### src/rtl/fp_alu_pkg.sv
// Shared constants for the single-precision add/multiply pipeline.
// The opcode values are the encoding of the per-operation select bit.
package fp_alu_pkg;

  localparam int unsigned FP_BIAS        = 127;
  localparam logic [7:0]  FP_EXP_MAX     = 8'hFF;
  localparam int unsigned FP_EXP_W       = 8;
  localparam int unsigned FP_FRAC_W      = 23;
  localparam int unsigned FP_ALU_LATENCY = 29;

  localparam logic OP_ADD = 1'b0;
  localparam logic OP_MUL = 1'b1;

endpackage

### src/rtl/fp_alu_core.sv
// Combinational single-precision add/multiply with truncation, denormal flush-to-zero and
// saturation of specials/overflow to a signed {FF, 0} pattern.
module fp_alu_core import fp_alu_pkg::*; (
  input  logic [31:0] a,
  input  logic [31:0] b,
  input  logic        s,
  output logic [31:0] r,
  output logic        exception
);

  logic                 w_sa, w_sb;
  logic [FP_EXP_W-1:0]  w_ea, w_eb;
  logic [FP_FRAC_W:0]   w_ma, w_mb;
  logic                 w_special;

  assign w_sa      = a[31];
  assign w_sb      = b[31];
  assign w_ea      = a[30:23];
  assign w_eb      = b[30:23];
  assign w_ma      = (w_ea == 8'd0) ? 24'd0 : {1'b1, a[22:0]};
  assign w_mb      = (w_eb == 8'd0) ? 24'd0 : {1'b1, b[22:0]};
  assign w_special = (w_ea == FP_EXP_MAX) || (w_eb == FP_EXP_MAX);

  // Add path: larger magnitude first, align, add/subtract, renormalise.
  logic        w_swap, w_sl, w_ss;
  logic [7:0]  w_el, w_es, w_diff;
  logic [23:0] w_ml, w_ms, w_msh, w_norm;
  logic [24:0] w_sum;
  logic [4:0]  w_lz;
  logic [9:0]  w_add_exp;
  logic [22:0] w_add_frac;

  assign w_swap = {w_eb, w_mb} > {w_ea, w_ma};
  assign w_sl   = w_swap ? w_sb : w_sa;
  assign w_ss   = w_swap ? w_sa : w_sb;
  assign w_el   = w_swap ? w_eb : w_ea;
  assign w_es   = w_swap ? w_ea : w_eb;
  assign w_ml   = w_swap ? w_mb : w_ma;
  assign w_ms   = w_swap ? w_ma : w_mb;
  assign w_diff = w_el - w_es;
  assign w_msh  = (w_diff >= 8'd25) ? 24'd0 : (w_ms >> w_diff);
  assign w_sum  = (w_sl == w_ss) ? ({1'b0, w_ml} + {1'b0, w_msh})
                                 : ({1'b0, w_ml} - {1'b0, w_msh});

  always_comb begin
    w_lz = 5'd0;
    for (int i = 0; i < 24; i++) begin
      if (w_sum[i]) w_lz = 5'(23 - i);
    end
  end

  assign w_norm     = w_sum[23:0] << w_lz;
  assign w_add_exp  = w_sum[24] ? ({2'b00, w_el} + 10'd1) : ({2'b00, w_el} - {5'd0, w_lz});
  assign w_add_frac = w_sum[24] ? w_sum[23:1] : w_norm[22:0];

  // Multiply path: product of two [1,2) significands lies in [1,4).
  logic [47:0] w_prod;
  logic [9:0]  w_mul_exp;
  logic [22:0] w_mul_frac;

  assign w_prod     = {24'd0, w_ma} * {24'd0, w_mb};
  assign w_mul_exp  = {2'b00, w_ea} + {2'b00, w_eb} - 10'(FP_BIAS) + {9'd0, w_prod[47]};
  assign w_mul_frac = w_prod[47] ? w_prod[46:24] : w_prod[45:23];

  logic w_unused;
  assign w_unused = ^{w_norm[23], w_prod[22:0]};

  logic        w_sign, w_zero;
  logic [9:0]  w_exp;
  logic [22:0] w_frac;

  always_comb begin
    w_sign = w_sl;
    w_exp  = w_add_exp;
    w_frac = w_add_frac;
    w_zero = (w_sum == 25'd0);
    if (s == OP_MUL) begin
      w_sign = w_sa ^ w_sb;
      w_exp  = w_mul_exp;
      w_frac = w_mul_frac;
      w_zero = (w_ea == 8'd0) || (w_eb == 8'd0);
    end

    exception = 1'b0;
    r         = {w_sign, w_exp[7:0], w_frac};
    if (w_special) begin
      exception = 1'b1;
      r         = {w_sign, FP_EXP_MAX, 23'd0};
    end else if (w_zero) begin
      // Exact cancellation in the adder is always +0; a zero factor keeps its sign.
      r = (s == OP_MUL) ? {w_sign, 31'd0} : 32'd0;
    end else if ($signed(w_exp) >= 10'sd255) begin
      exception = 1'b1;
      r         = {w_sign, FP_EXP_MAX, 23'd0};
    end else if ($signed(w_exp) <= 10'sd0) begin
      r = {w_sign, 31'd0};
    end
  end

endmodule

### src/rtl/fp_alu.sv
// Streaming FP add/multiply: operands registered, combinational core, then a clearable
// delay line so every result appears LATENCY-1 edges after its capture edge.
module fp_alu import fp_alu_pkg::*; #(
  parameter int unsigned LATENCY = FP_ALU_LATENCY
) (
  input  logic        clk,
  input  logic        reset,
  input  logic [31:0] a,
  input  logic [31:0] b,
  input  logic        s,
  output logic [31:0] r,
  output logic        exception
);

  logic [32:0] w_out;

  if (LATENCY <= 1) begin : g_single
    logic [31:0] w_r;
    logic        w_exc;
    logic [32:0] r_out;

    fp_alu_core u_core (
      .a         (a),
      .b         (b),
      .s         (s),
      .r         (w_r),
      .exception (w_exc)
    );

    always_ff @(posedge clk or negedge reset) begin
      if (!reset) r_out <= '0;
      else        r_out <= {w_exc, w_r};
    end

    assign w_out = r_out;
  end else begin : g_pipe
    logic [31:0] r_a, r_b;
    logic        r_s;
    logic [31:0] w_r;
    logic        w_exc;
    logic [32:0] r_pipe [LATENCY-1];

    always_ff @(posedge clk or negedge reset) begin
      if (!reset) begin
        r_a <= '0;
        r_b <= '0;
        r_s <= 1'b0;
      end else begin
        r_a <= a;
        r_b <= b;
        r_s <= s;
      end
    end

    fp_alu_core u_core (
      .a         (r_a),
      .b         (r_b),
      .s         (r_s),
      .r         (w_r),
      .exception (w_exc)
    );

    always_ff @(posedge clk or negedge reset) begin
      if (!reset) begin
        for (int unsigned i = 0; i < LATENCY - 1; i++) r_pipe[i] <= '0;
      end else begin
        r_pipe[0] <= {w_exc, w_r};
        for (int unsigned i = 1; i < LATENCY - 1; i++) r_pipe[i] <= r_pipe[i-1];
      end
    end

    assign w_out = r_pipe[LATENCY-2];
  end

  assign exception = w_out[32];
  assign r         = w_out[31:0];

endmodule

### config.mk
export PLATFORM = sky130hd
export DESIGN_NAME = fp_alu
export DESIGN_NICKNAME = d
export VERILOG_FILES = /design/src/rtl/fp_alu_pkg.sv /design/src/rtl/fp_alu_core.sv /design/src/rtl/fp_alu.sv
export SDC_FILE = /design/constraint.sdc
export NUM_CORES = 2
export LEC_CHECK = 0
export BUFFER_PORTS_ARGS = -buffer_cell sky130_fd_sc_hd__buf_4
export CORE_UTILIZATION = 51
export DETAILED_ROUTE_END_ITERATION = 12
export MAX_ROUTING_LAYER = met4
export PLACE_DENSITY = 0.7
export SLEW_MARGIN = 20
export SYNTH_ARGS = -nofsm -noshare
export SYNTH_HDL_FRONTEND = slang
export SYNTH_SLANG_ARGS = --single-unit
### constraint.sdc
create_clock -name clk -period 13 [get_ports clk]
set_input_delay 2.6 -clock clk [delete_from_list [all_inputs] [get_ports clk]]
set_output_delay 2.6 -clock clk [all_outputs]
set_load 0.01 [all_outputs]
==> summary.txt <==
Status
  • Status: finished, final reports clean

Setup path
  • Reg2Reg Launch Point: g_pipe.r_a[26]$_DFF_PN0_
  • CP startpoint kind: flop
  • CP startpoint: g_pipe.r_a[26]$_DFF_PN0_
  • Crit-path max cell delay: 0.57 ns
  • Crit Path Max Fanout: 29
  • CP Class: flop to flop
  • Most used cell, CP: fa_1
  • CP endpoint kind: flop
  • Crit path DAT: 13.12 ns
  • CP required: 13.52 ns
  • Critical path buffer and inverter count: 12
  • Crit-path leading delay family: adder cells
  • Critical-path top delay cell: fa_1

Placed design
  • PortBufs: ~100
  • DPL Wire Length: between 100000 and 150000 µm
  • GP Congestion: about 1.1

Logic synthesis
  • Synth top cells by count: 989 x dfrtp_1, 638 x inv_1, 560 x nand2_1
  • Synthesized area per cell: between 10 and 15 µm²
  • Share of the synthesized area in the top cell type: 0.4664
  • Top-count cell post-synth: dfrtp_1
  • Biggest area consumer among synthesized cells: dfrtp_1
  • Register bit total from synthesis: 989
  • Register area share after synthesis: 0.4664
  • Gate Count Post-Synth: 4635
  • Distinct cells, synth: 99
  • Synth warn: 0
  • Synth Cell Area: 0.05307 mm²
  • Syn_nets: 5454
  • Synth area leaders: dfrtp_1 47%, fa_1 18%, ha_1 6.3%
  • FFs w/ async S/R, synth: 1.000
  • Post-synth EDFFs: 0
  • Synth Flop Type: dfrtp_1

Die
  • Floorplan die width: 324.6 µm
  • Io pins: 100
  • Core area: around 0.10 mm²
  • Die H: 324.6 µm
  • Starting density of the core: 0.5179
  • Site Rows: around 120
  • Total die area: 0.1053 mm²

Hold path
  • Hold WC Path Type: flop to flop
  • HP Start: g_pipe.r_pipe[805]$_DFF_PN0_

Drt
  • Vias per cell: 5.682
  • DRC: 0
  • DRT iter0 DRCs: 3424
  • Wire per inst: 26.09 µm
  • DRT Pass-1 Iters: 7
  • DR vias: 36.19k
  • Post-Route WL: 166200 µm
  • Final ANT Viol Nets: 0

Global routing
  • First-pass GRT wire length: 249500 µm
  • Pin count of the biggest net entering global routing: 197
  • Final global-route overflow total: 0
  • Vias in the first global route: about 40k
  • Gr usage total: 0.3290
  • Initial antenna violation count: 3

Finish
  • Synth-to-layout area growth: 14.78%
  • Nets@finish: about 5.7k
  • Layout cells sized above 1: 0.1438

Clock tree
  • Hold Buf Count CTS: 0
  • Num CTS Buffers: 93
  • Max clock buf depth: 3
  • CTS tree: yes
  • Worst skew pair latency: 0.69 ns
  • CTS clk-pin slew, worst paths: 0.07 ns
  • CTS H-tree lvls: 3
  • Root cell of the clock tree: clkbuf_16
  • CTS Sinks: 989

Timing
  • Skew final: 0.05877 ns
  • Slew @ Worst Pin: 1.017 ns
  • Final Setup Violations: 0
  • Slew headroom: 0.3149
  • Fmax: ~80 MHz
  • Post-layout min period: between 10 and 15 ns
  • Final hold violation count: 0
  • Accumulated negative setup slack: 0 ns
  • Slew Viols, Final: 0
  • Fin crit share: 0.9692

Flow run
  • Max-cap violations: 0
## stage by stage
step / area, µm² / setup slack [ns] / hold WS (ns) / cells / utilization
floorplan: 53150 / 0.01726 / 0.3312 / 4635 / -
global placement: 57050 / -0.02837 / 0.3310 / 6175 / 0.5567
detailed placement: 57050 / 0.009477 / 0.3347 / 6175 / 0.5567
CTS: 60300 / 0.004100 / 0.3194 / 6345 / 0.5884
global route: 60910 / -0.09737 / 0.3189 / 6369 / 0.5944
finish: 60910 / 0.4010 / 0.3151 / 6370 / 0.5944
## kinds of logic (layout without fill, tap and decap cells)
kind of cell,Yosys count,in the layout,share of synthesized area
flip-flops,989,989,0.4664
AND/OR/NAND/NOR,1239,1239,0.1090
adder cells (fa/ha/maj),752,752,0.2458
buffers and inverters,862,1226,0.06406
multiplexers,93,93,0.02070
other,0,2,0
AO/OA/AOI/OAI,616,617,0.08026
XOR/XNOR,84,84,0.01386
## per-layer routing
metal / GRT usage / vias up / share of wire
met5: - / - / 0
met4: 0.1338 / 0 / 0.053
met3: 0.06369 / 428 / 0.083
met2: 0.5296 / 1800 / 0.48
met1: 0.4103 / 18431 / 0.38
li1: - / 15534 / -
## state kept, by name, indices dropped and copies added (netlist names)
signal,count
g_pipe.r_a,32
g_pipe.r_b,32
g_pipe.r_pipe,891
g_pipe.r_s,1
w_out,33
## repair_timing
action | in CTS | in global routing
setup endpoints to repair | 32 | 32
pin swaps | 0 | 23
setup buffers | 0 | 18
resized for setup | 6 | 80
endpoints found under the hold margin | 0 | 0
gates cloned | 0 | 3
## worst paths after layout
check | to | slack [ns] | cells past startpoint
max in group asynchronous | g_pipe.r_s$_DFF_PN0_ | 8.39 | 4
hold reg to reg | g_pipe.r_pipe[772]$_DFF_PN0_ | 0.32 | 0
min in group asynchronous | g_pipe.r_pipe[116]$_DFF_PN0_ | 1.95 | 1
setup / recovery | g_pipe.r_pipe[899]$_DFF_PN0_ | 0.40 | 49
hold / removal | g_pipe.r_pipe[772]$_DFF_PN0_ | 0.32 | 0
setup reg to reg | g_pipe.r_pipe[899]$_DFF_PN0_ | 0.40 | 49
## layout by cell type (no fill, tap or decap), drive strengths merged, types with 26 or more instances in the layout
cell      n
nand2   561
dfrtp   989
clkbuf  138
a21o     46
nor3     62
nor2    215
fa      484
o21ai   126
and3     60
a31oi    26
ha      268
xnor2    56
nor4     37
and2    129
mux2i    64
nand3    58
buf     412
inv     642
a21oi   128
xor2     28
o211ai   52
a211oi   33
## final cells by class
cell class	count	area [µm²]
flip-flops and latches	989	24760
diodes	2	5.005
fillers	8160	41560
multi-input cells	2785	25370
repair buffers	413	3410
well taps	1368	1712
inverters	643	2422
clock buffers	137	2794
clock inverters	33	439.2
Power is left out: the tool's default activity adds up to more than one toggle a clock period on the data nets, which glitch-free logic cannot reach.
